**config.mk**
```make
export PLATFORM = sky130hd
export DESIGN_NAME = rtu_pst_preg_alloc_flat
export DESIGN_NICKNAME = d
export VERILOG_FILES = /design/src/rtl/rtu_pst_preg_alloc_pkg.sv /design/src/rtl/rtu_pst_preg_alloc_if.sv /design/src/rtl/rtu_pst_ff1_rr.sv /design/src/rtl/rtu_pst_preg_alloc.sv /design/src/flat_wrapper.sv
export SDC_FILE = /design/constraint.sdc
export NUM_CORES = 1
export LEC_CHECK = 0
export ABC_AREA = 0
export CORE_MARGIN = 3
export CORE_UTILIZATION = 60
export DETAILED_ROUTE_END_ITERATION = 8
export GPL_ROUTABILITY_DRIVEN = 0
export PLACE_DENSITY = 0.95
export REMOVE_ABC_BUFFERS = 1
export SKIP_LAST_GASP = 1
export SLEW_MARGIN = 0
export SYNTH_ARGS = -nofsm -noshare
export SYNTH_HDL_FRONTEND = slang
export SYNTH_HIERARCHICAL = 1
export SYNTH_SLANG_ARGS = --single-unit
```
**constraint.sdc**
```tcl
create_clock -name clk -period 14.49 [get_ports clk]
set_input_delay 2.1735 -clock clk [delete_from_list [all_inputs] [get_ports clk]]
set_output_delay 2.1735 -clock clk [all_outputs]
set_load 0.02 [all_outputs]
```
**src/rtl/rtu_pst_preg_alloc_pkg.sv**
```systemverilog
// Shared definitions for the physical-register pre-allocator.
// Holds the sizes, the allocator FSM encoding and a one-hot helper used
// by both the allocator and its testbench.
package rtu_pst_preg_alloc_pkg;

    localparam int unsigned PREG_NUM   = 64;
    localparam int unsigned PREG_IDX_W = 6;
    localparam int unsigned PREG_CNT_W = 7;

    // EMPTY: nothing reserved; READY: one preg reserved and offered to IDU
    typedef enum logic [0:0] {
        EMPTY = 1'b0,
        READY = 1'b1
    } alloc_state_e;

    // Index to one-hot select over the preg entries
    function automatic logic [PREG_NUM-1:0] idx_onehot(input logic [PREG_IDX_W-1:0] idx);
        logic [PREG_NUM-1:0] one;
        one        = '0;
        one[0]     = 1'b1;
        idx_onehot = one << idx;
    endfunction

endpackage

```
**src/rtl/rtu_pst_preg_alloc_if.sv**
```systemverilog
// Bundle between the preg entry array / IDU / RTU flush and the allocator.
//   preg_dealloc_vec : per-entry DEALLOC (free) flag
//   idu_alloc_req    : IDU consumes the offered preg this cycle
//   rtu_global_flush : global flush
//   x_pre_alloc_vld  : one-hot reserve select to an entry (same cycle)
//   x_alloc_vld      : one-hot create strobe to the reserved entry (same cycle)
//   preg_rdy         : a reserved preg is on offer
//   preg_index       : index of the reserved preg
//   preg_free_cnt    : registered popcount of preg_dealloc_vec
// master drives the requests, slave is the allocator.
interface rtu_pst_preg_alloc_if;
    import rtu_pst_preg_alloc_pkg::*;

    logic [PREG_NUM-1:0]   preg_dealloc_vec;
    logic                  idu_alloc_req;
    logic                  rtu_global_flush;
    logic [PREG_NUM-1:0]   x_pre_alloc_vld;
    logic [PREG_NUM-1:0]   x_alloc_vld;
    logic                  preg_rdy;
    logic [PREG_IDX_W-1:0] preg_index;
    logic [PREG_CNT_W-1:0] preg_free_cnt;

    modport master (
        output preg_dealloc_vec, idu_alloc_req, rtu_global_flush,
        input  x_pre_alloc_vld, x_alloc_vld, preg_rdy, preg_index, preg_free_cnt
    );

    modport slave (
        input  preg_dealloc_vec, idu_alloc_req, rtu_global_flush,
        output x_pre_alloc_vld, x_alloc_vld, preg_rdy, preg_index, preg_free_cnt
    );

endinterface

```
**src/rtl/rtu_pst_ff1_rr.sv**
```systemverilog
// Rotating find-first-one: first set bit of vec at or above ptr, wrapping
// from the top index back to 0.
//   vec : candidate bit vector
//   ptr : search start position
//   idx : index of the first set bit found (don't-care when !vld)
//   vld : vec has at least one bit set
module rtu_pst_ff1_rr
    import rtu_pst_preg_alloc_pkg::*;
(
    input  logic [PREG_NUM-1:0]   vec,
    input  logic [PREG_IDX_W-1:0] ptr,
    output logic [PREG_IDX_W-1:0] idx,
    output logic                  vld
);

    logic [2*PREG_NUM-1:0] vec_dbl;
    logic [PREG_NUM-1:0]   vec_rot;
    logic [PREG_IDX_W-1:0] offset;

    // Rotate so that bit ptr lands at position 0
    assign vec_dbl = {vec, vec};
    assign vec_rot = vec_dbl[{1'b0, ptr} +: PREG_NUM];

    // Lowest set bit of the rotated vector; scanning downward lets the last hit win
    always_comb begin
        offset = '0;
        for (int k = PREG_NUM - 1; k >= 0; k--) begin
            if (vec_rot[k]) begin
                offset = PREG_IDX_W'(k);
            end
        end
    end

    // Undo the rotation; index arithmetic wraps naturally at 64
    assign idx = ptr + offset;
    assign vld = |vec;

endmodule

```
**src/rtl/rtu_pst_preg_alloc.sv**
```systemverilog
// Physical-register pre-allocator. Keeps at most one free preg reserved
// (WF_ALLOC) so IDU can take it with zero latency, and immediately reserves
// the next one round-robin, sustaining one allocation per cycle.
//   clk      : clock, rising edge
//   rst_clk  : asynchronous active-low reset
//   bus      : slave side of rtu_pst_preg_alloc_if (see interface header)
module rtu_pst_preg_alloc
    import rtu_pst_preg_alloc_pkg::*;
(
    input  logic                   clk,
    input  logic                   rst_clk,
    rtu_pst_preg_alloc_if.slave    bus
);

    alloc_state_e          state_q, state_d;
    logic [PREG_IDX_W-1:0] rr_ptr_q, rr_ptr_d;
    logic [PREG_IDX_W-1:0] preg_index_q, preg_index_d;
    logic [PREG_CNT_W-1:0] free_cnt_q, free_cnt_d;

    logic [PREG_NUM-1:0]   search_vec;
    logic [PREG_IDX_W-1:0] cand_idx;
    logic                  cand_vld;
    logic                  alloc_fire;
    logic                  pick_en;
    logic [PREG_NUM-1:0]   pre_alloc_vld_c;
    logic [PREG_NUM-1:0]   alloc_vld_c;

    // The reserved entry is not a candidate for its own replacement, which
    // keeps the reserve and create strobes on different entries.
    always_comb begin
        search_vec = bus.preg_dealloc_vec;
        if (state_q == READY) begin
            search_vec[preg_index_q] = 1'b0;
        end
    end

    rtu_pst_ff1_rr u_ff1 (
        .vec (search_vec),
        .ptr (rr_ptr_q),
        .idx (cand_idx),
        .vld (cand_vld)
    );

    // rst_clk gating keeps both strobes quiet while reset is held
    assign alloc_fire = rst_clk && !bus.rtu_global_flush && (state_q == READY) && bus.idu_alloc_req;
    assign pick_en    = rst_clk && !bus.rtu_global_flush && ((state_q == EMPTY) || alloc_fire);

    // Next-state and strobe logic
    always_comb begin
        state_d         = state_q;
        rr_ptr_d        = rr_ptr_q;
        preg_index_d    = preg_index_q;
        pre_alloc_vld_c = '0;
        alloc_vld_c     = '0;

        if (alloc_fire) begin
            alloc_vld_c = idx_onehot(preg_index_q);
        end

        if (pick_en && cand_vld) begin
            pre_alloc_vld_c = idx_onehot(cand_idx);
            preg_index_d    = cand_idx;
            rr_ptr_d        = cand_idx + PREG_IDX_W'(1);
        end

        case (state_q)
            EMPTY: begin
                if (pick_en && cand_vld) begin
                    state_d = READY;
                end
            end
            READY: begin
                // Flush drops the reservation; the entry returns itself to DEALLOC
                if (bus.rtu_global_flush) begin
                    state_d = EMPTY;
                end else if (alloc_fire && !cand_vld) begin
                    state_d = EMPTY;
                end
            end
            default: begin
                state_d = EMPTY;
            end
        endcase
    end

    // Popcount of the free flags
    always_comb begin
        free_cnt_d = '0;
        for (int i = 0; i < PREG_NUM; i++) begin
            free_cnt_d = free_cnt_d + PREG_CNT_W'(bus.preg_dealloc_vec[i]);
        end
    end

    // State registers
    always_ff @(posedge clk or negedge rst_clk) begin
        if (!rst_clk) begin
            state_q      <= EMPTY;
            rr_ptr_q     <= '0;
            preg_index_q <= '0;
            free_cnt_q   <= '0;
        end else begin
            state_q      <= state_d;
            rr_ptr_q     <= rr_ptr_d;
            preg_index_q <= preg_index_d;
            free_cnt_q   <= free_cnt_d;
        end
    end

    assign bus.x_pre_alloc_vld = pre_alloc_vld_c;
    assign bus.x_alloc_vld     = alloc_vld_c;
    assign bus.preg_rdy        = (state_q == READY);
    assign bus.preg_index      = preg_index_q;
    assign bus.preg_free_cnt   = free_cnt_q;

endmodule

```
**src/flat_wrapper.sv**
```systemverilog
// flat-port wrapper written by rule: the top's interface ports become plain ports
module rtu_pst_preg_alloc_flat import rtu_pst_preg_alloc_pkg::*;
  (clk, rst_clk, bus_preg_dealloc_vec, bus_idu_alloc_req, bus_rtu_global_flush, bus_x_pre_alloc_vld, bus_x_alloc_vld, bus_preg_rdy, bus_preg_index, bus_preg_free_cnt);
  rtu_pst_preg_alloc_if bus_i ();
  input  logic clk;
  input  logic rst_clk;
  input wire logic [$bits(bus_i.preg_dealloc_vec)-1:0] bus_preg_dealloc_vec;
  input wire logic [$bits(bus_i.idu_alloc_req)-1:0] bus_idu_alloc_req;
  input wire logic [$bits(bus_i.rtu_global_flush)-1:0] bus_rtu_global_flush;
  output wire logic [$bits(bus_i.x_pre_alloc_vld)-1:0] bus_x_pre_alloc_vld;
  output wire logic [$bits(bus_i.x_alloc_vld)-1:0] bus_x_alloc_vld;
  output wire logic [$bits(bus_i.preg_rdy)-1:0] bus_preg_rdy;
  output wire logic [$bits(bus_i.preg_index)-1:0] bus_preg_index;
  output wire logic [$bits(bus_i.preg_free_cnt)-1:0] bus_preg_free_cnt;
  assign bus_i.preg_dealloc_vec = bus_preg_dealloc_vec;
  assign bus_i.idu_alloc_req = bus_idu_alloc_req;
  assign bus_i.rtu_global_flush = bus_rtu_global_flush;
  assign bus_x_pre_alloc_vld = bus_i.x_pre_alloc_vld;
  assign bus_x_alloc_vld = bus_i.x_alloc_vld;
  assign bus_preg_rdy = bus_i.preg_rdy;
  assign bus_preg_index = bus_i.preg_index;
  assign bus_preg_free_cnt = bus_i.preg_free_cnt;
  rtu_pst_preg_alloc u_core (.clk(clk), .rst_clk(rst_clk), .bus(bus_i));
endmodule
```
# --- Word level (Yosys, flattened, before mapping) ---
# Cells that the tools add are included.
word_totals:
  regBits: 20
  out_inout_bits: 142
classes:
  add_sub_neg: 65
  magnitude_cmp: 2
  shift: 3
  mux: 73
  bitwise_logic: 3
  n_reduce_logical: 11
ops:
  columns: ["cell", "count"]
  rows:
  - ["adder 7 x 1 -> 7 bit", 62]
  - ["2-to-1 mux 6 bit", 64]
  - ["2-to-1 mux 64 bit", 3]
  - ["indexed part select 128 x 7 -> 64 bit", 1]
  - ["left shift 1 x 6 -> 64 bit, first input constant", 2]
  - ["AND 64 bit", 1]
  - ["inverter 64 bit", 1]
  - ["OR reduction 64 bit", 1]
  - ["logical AND 1 bit", 7]
  - ["< comparator 6 x 7 -> 1 bit, second input constant", 1]
  - ["adder 6 x 1 -> 6 bit, second input constant", 1]
  - ["adder 6 bit", 1]
  - ["demux 1 bit (select 6 bit)", 1]
  - ["greater-or-equal comparator 6 x 1 -> 1 bit, second input constant", 1]
  - ["2-to-1 mux 1 bit", 4]
  - ["adder 1 x 1 -> 2 bit", 1]
  - ["logical NOT 1 bit", 2]
  - ["one-hot mux 1 bit (2 select lines)", 1]
  - ["logical OR 1 bit", 1]
  - ["inverter 1 bit", 1]

# --- Longest topological paths before layout ---
logic_depth:
  depth_word: 75
  mapped_depth: 26
  depth_no_buf: 22

# --- By module ---
# Netlist, hierarchy kept.
by_module_without_submodules:
  columns: ["module", "instances", "cells_each", "area_each_um2"]
  rows:
  - ["rtu_pst_ff1_rr", 1, 676, 7365.8]
  - ["rtu_pst_preg_alloc", 1, 527, 3862.5]

# --- Least setup slack after synthesis ---
# OpenSTA, ideal clock, no wires.
synth_timing:
  path_type: "input port to output port"
  start: "in bus_preg_dealloc_vec[24]"
  end: "out bus_x_pre_alloc_vld[10]"
  t_arrival_ps: 7291
  setup_slack_ps: 5025
  path_stages: 21
  n_path_buf: 2
  path_cell_list: "a21boi_0 -> mux4_1 -> mux4_2 -> mux2_2 -> nor3_1 -> o211ai_1 -> or3b_1 -> a221oi_1 -> a2111oi_0 -> nor3_1 -> ha_1 -> a21o_1 -> a21oi_1 -> o21bai_1 -> a21oi_1 -> xnor2_1 -> xnor2_1 -> buf_1 -> or4b_1 -> buf_2 -> nor2_1"
synth_between:
  elab_chain_len: 70
  word_cells_on_any_way: 72
  cone_classes: "1 x add/sub; 2 x shift; 66 x mux; 1 x bitwise; 2 x reduce/logical"
synth_rtl:
  columns: ["item", "line", "source"]
  rows:
  - ["start, declared", "flat_wrapper.sv:7", "input wire logic [$bits(bus_i.preg_dealloc_vec)-1:0] bus_preg_dealloc_vec;"]
  - ["AND 64 bit (no source line)", null, null]
  - ["2-to-1 mux 64 bit (*)", "rtu_pst_preg_alloc.sv:32", "if (state_q == READY) begin"]
  - ["indexed part select 128 x 7 -> 64 bit (*)", "rtu_pst_ff1_rr.sv:22", "assign vec_rot = vec_dbl[{1'b0, ptr} +: PREG_NUM];"]
  - ["2-to-1 mux 6 bit (63 in a row)", "rtu_pst_ff1_rr.sv:28", "if (vec_rot[k]) begin"]
  - ["2-to-1 mux 6 bit (*)", "rtu_pst_ff1_rr.sv:28", null]
  - ["adder 6 bit (*)", "rtu_pst_ff1_rr.sv:35", "assign idx = ptr + offset;"]
  - ["net u_core.cand_idx[5]", "rtu_pst_preg_alloc.sv:21", "logic [PREG_IDX_W-1:0] cand_idx;"]
  - ["left shift 1 x 6 -> 64 bit (*)", "rtu_pst_preg_alloc_pkg.sv:21", "idx_onehot = one << idx;"]
  - ["2-to-1 mux 64 bit (*)", "rtu_pst_preg_alloc.sv:60", "if (pick_en && cand_vld) begin"]
  - ["end, declared", "flat_wrapper.sv:10", "output wire logic [$bits(bus_i.x_pre_alloc_vld)-1:0] bus_x_pre_alloc_vld;"]
# The timed path passes the listed nets; every way through them passes the cells marked *.

# --- Worst setup path in the final report ---
layout_timing:
  start: "in bus_preg_dealloc_vec[26]"
  end: "out bus_x_pre_alloc_vld[50]"
layout_between:
  elab_chain_len: 70
  word_cells_on_any_way: 72
  cone_classes: "1 x add/sub; 2 x shift; 66 x mux; 1 x bitwise; 2 x reduce/logical"
layout_rtl:
  columns: ["item", "line", "source"]
  rows:
  - ["AND 64 bit (no source line)", null, null]
  - ["2-to-1 mux 64 bit (*)", "rtu_pst_preg_alloc.sv:32", null]
  - ["net u_core.search_vec[26]", "rtu_pst_preg_alloc.sv:20", "logic [PREG_NUM-1:0] search_vec;"]
  - ["indexed part select 128 x 7 -> 64 bit (*)", "rtu_pst_ff1_rr.sv:22", null]
  - ["2-to-1 mux 6 bit (63 in a row)", "rtu_pst_ff1_rr.sv:28", null]
  - ["2-to-1 mux 6 bit (*)", "rtu_pst_ff1_rr.sv:28", null]
  - ["adder 6 bit (*)", "rtu_pst_ff1_rr.sv:35", null]
  - ["net u_core.cand_idx[5]", "rtu_pst_preg_alloc.sv:21", null]
  - ["left shift 1 x 6 -> 64 bit (*)", "rtu_pst_preg_alloc_pkg.sv:21", null]
  - ["2-to-1 mux 64 bit (*)", "rtu_pst_preg_alloc.sv:60", null]
# Marked as above.

==> run summary <==
The wire length of the first global-routing pass is 69200 um. The area of the core is 0.0181 mm2. The latest clock arrival within the worst-skew pair is 260 ps. The number of buffers added for setup after CTS is 0. The number of instances in the synthesized netlist is 1203. The detail-routed via count per cell came out at 7.94. The run finished, with violations left.

The length of the first detailed-routing pass in iterations came out at 9. The number of inserted diodes came out at 0. Entering global routing, the biggest net connects 83 pins. The cell sitting at the root of the clock tree is a clkbuf_16.

Summed over its instances, the top area cell type makes up 29.9% of the synthesized netlist area. Of all flip-flops after synthesis, the portion carrying an async set or reset was 100%. The post-detailed-placement half-perimeter wirelength came out at 34400 um.

For this configuration, the core starts out at a cell density of 61.9%. The clock input transition at the sequential cells of the worst setup and hold paths came out at 60 ps. The post-cts gate resize count came out at 0. The maximum root-to-sink buffer count is 2. Global routing finished with a remaining overflow of 0. The maximum clock skew at final layout is 0.796 ps. The worst setup path is launched from an input pin.

TritonCTS built the clock tree. By startpoint and endpoint, the worst setup path is classified as in -> out. The net count reported at finish came out at 1491. The synthesis-to-finish area growth is 19.0%. The number of pins exceeding their max-slew limit in the final report was 0.

The number of setup violations in the final report is 0. For the worst setup path, the data required time is 12320 ps. The clock drives 20 sinks. The leading cell type in the layout, fill and taps excluded is clkdlybuf4s50_1.

In this run the tightest slew margin relative to its limit is 16.6%. The final setup TNS came out at 0 ps. The overall routing resource usage is 43.4%. In this run the count of I/O pins placed on the die edge is 210.

Yosys attributes the largest share of cell area to mux4_2 (30%), fa_1 (9.8%), nor2_1 (6.2%), mux2_2 (5.4%), mux2i_1 (5.3%). The filler cell count is 1090. The actual transition at the worst max-transition pin came out at 1240 ps. After clock tree synthesis, the flow added hold-fix buffers numbering 0. The tightest min-delay check is of the reg -> reg type.

The number of antenna-violating nets in the routed design is 0. The overall die area came out at 0.0204 mm2. In this run, CTS created clock tree buffers numbering 3. The number of failing hold endpoints at the final stage came out at 0. The total wirelength of the detailed-routed design came out at 45100 um. The peak fanout along the critical path came out at 10. Row generation in the floorplan step produced 49 rows. The synthesized design contains 0 enable-type register cells. STA classifies the critical path endpoint as a primary output. The cell accounting for the most synthesized area is mux4_2. The final reports fail on DRC. The via count of the first global-routing pass came out at 12300. The library cells used most frequently in the layout, excluding fill and tap cells, are clkdlybuf4s50_1 (209), nor2_1 (186), mux4_2 (149), inv_1 (92), nand2_1 (80). The number of DRC markers after the initial detailed-route iteration came out at 2903. The post-route fraction of the period consumed by the critical path is 80.7%. The Yosys step of the flow raised 6 warnings. Summing the sequential cell areas from Yosys gives 4.46% of the chip area.

The overall die height is 143 um. After synthesis the cells add up to 0.0112 mm2. The distinct cell type count after synthesis is 87. The average cell area after synthesis came out at 9.33 um2.

Max-cap violations in this run came to 0. The via total after detailed routing came out at 12500. Counting flops and latches in the post-synthesis netlist gives 20. The depth of the CTS H-tree came out at 1. For this run, the leading register cell type out of synthesis is dfrtp_1. In the final routed layout, each cell accounts on average for 28.7 um. The final critical delay including setup and external delays is 11700 ps. The DRC violation count after routing came out at 65. In this run the tool buffered the top-level ports with 209 buffer cells. The proportion of layout cells with a drive suffix above 1 came out at 18.5%. The initial antenna violation count was 0. Timing would allow up to 0.0855 GHz.

Setup repair after global routing left no endpoint under its margin. The die outline width came out at 143 um. The arrival time of data at the critical path endpoint came out at 9530 ps.
==> cell families after synthesis <==
| logic type | count (synthesis) | share of synthesized area [%] |
|---|---|---|
| AND/OR/NAND/NOR | 429 | 18.3 |
| multiplexers | 281 | 43.6 |
| AO/OA/AOI/OAI | 200 | 12.9 |
| buffers and inverters | 181 | 7.13 |
| adder cells (fa/ha/maj) | 81 | 12.7 |
| flip-flops | 20 | 4.46 |
| XOR/XNOR | 11 | 0.858 |
==> routing by layer <==
layer	vias up	routed length [um]	GRT usage, %
met1	5618	13600	52.0
met3	481	7580	15.7
met2	1528	19400	65.4
met5	-	0	0
li1	4846	-	-
met4	0	4610	30.3
==> path summary, 6_finish.rpt <==
check,from,to,slack (ps),cells past startpoint
min in group asynchronous,rst_clk,u_core/bus.preg_index[2],2270,2
worst max-delay path,bus_preg_dealloc_vec[26],bus_x_pre_alloc_vld[50],2790,22
worst max register to register,u_core/bus.preg_index[0],u_core/rr_ptr_q[5],6670,20
worst min-delay path,u_core/bus.preg_rdy,u_core/bus.preg_rdy,690,2
max in group asynchronous,rst_clk,u_core/rr_ptr_q[2],11930,2
worst min register to register,u_core/bus.preg_rdy,u_core/bus.preg_rdy,690,2
==> worst max-delay path, stage by stage <==
cell and delay, ps:
clkdlybuf4s50_1 400, inv_1 240, a21oi_1 200, mux4_1 750
mux4_2 540, mux2_2 310, nor3_1 340, o211ai_1 240
or3b_1 400, a221oi_1 240, a2111oi_0 150, nor3_1 520
ha_1 340, a21o_1 150, a21oi_1 240, o21bai_1 90
a21oi_1 180, xnor2_1 110, xnor2_1 600, nand4b_1 460
nor2_1 210, clkdlybuf4s50_1 620
==> synth_stat cells, types with 5 or more instances <==
cell / instances
nor2_1: 186
mux4_2: 149
inv_1: 94
nand2_1: 80
mux2i_1: 59
fa_1: 55
mux2_2: 54
clkbuf_1: 39
a21oi_1: 31
ha_1: 26
nand3_1: 26
nor4_1: 23
o21a_1: 23
o21ai_0: 23
buf_2: 21
dfrtp_1: 20
nor3_1: 20
a21boi_0: 17
a22o_1: 13
buf_1: 11
nand2b_1: 11
nor2b_1: 11
nand4_1: 10
a211oi_1: 9
mux2_1: 9
o211ai_1: 9
a21o_1: 8
a31oi_1: 8
and3_1: 8
nor3b_1: 8
mux4_1: 7
xnor2_1: 7
and3b_1: 6
buf_4: 6
buf_6: 6
a221oi_1: 5
and2_1: 5
nand3b_1: 5
o21bai_1: 5
o31ai_1: 5
or3_1: 5
==> registers in the layout (all words and copies together) (netlist names) <==
register,count
u_core/rr_ptr_q,6
u_core/bus.preg_free_cnt,7
u_core/bus.preg_index,6
u_core/bus.preg_rdy,1
==> through the flow <==
stage | hold WS (ps) | utilization [%] | worst slack (ps) | instances | cell area, um2
final | 693 | 73.6 | 2790 | 1570 | 13400
after global routing | 727 | 73.6 | 2580 | 1570 | 13400
after CTS | 682 | 73.6 | 3060 | 1570 | 13400
after detailed placement | 660 | 73.0 | 3070 | 1566 | 13300
after global placement | 632 | 73.0 | 3350 | 1566 | 13300
after floorplan | 680 | - | 4000 | 1118 | 10800
==> layout make-up <==
cell class | instances | area (um2) | share of cell area [%]
multi-input cells | 1002 | 9930 | 74.3
repair buffers | 219 | 2170 | 16.2
flip-flops and latches | 20 | 514 | 3.85
inverters | 96 | 360 | 2.70
well taps | 229 | 287 | 2.14
clock buffers | 3 | 75.1 | 0.562
clock inverters | 1 | 30.0 | 0.225
Power is left out: the tool's default activity adds up to more than one toggle a clock period on the data nets, which glitch-free logic cannot reach.
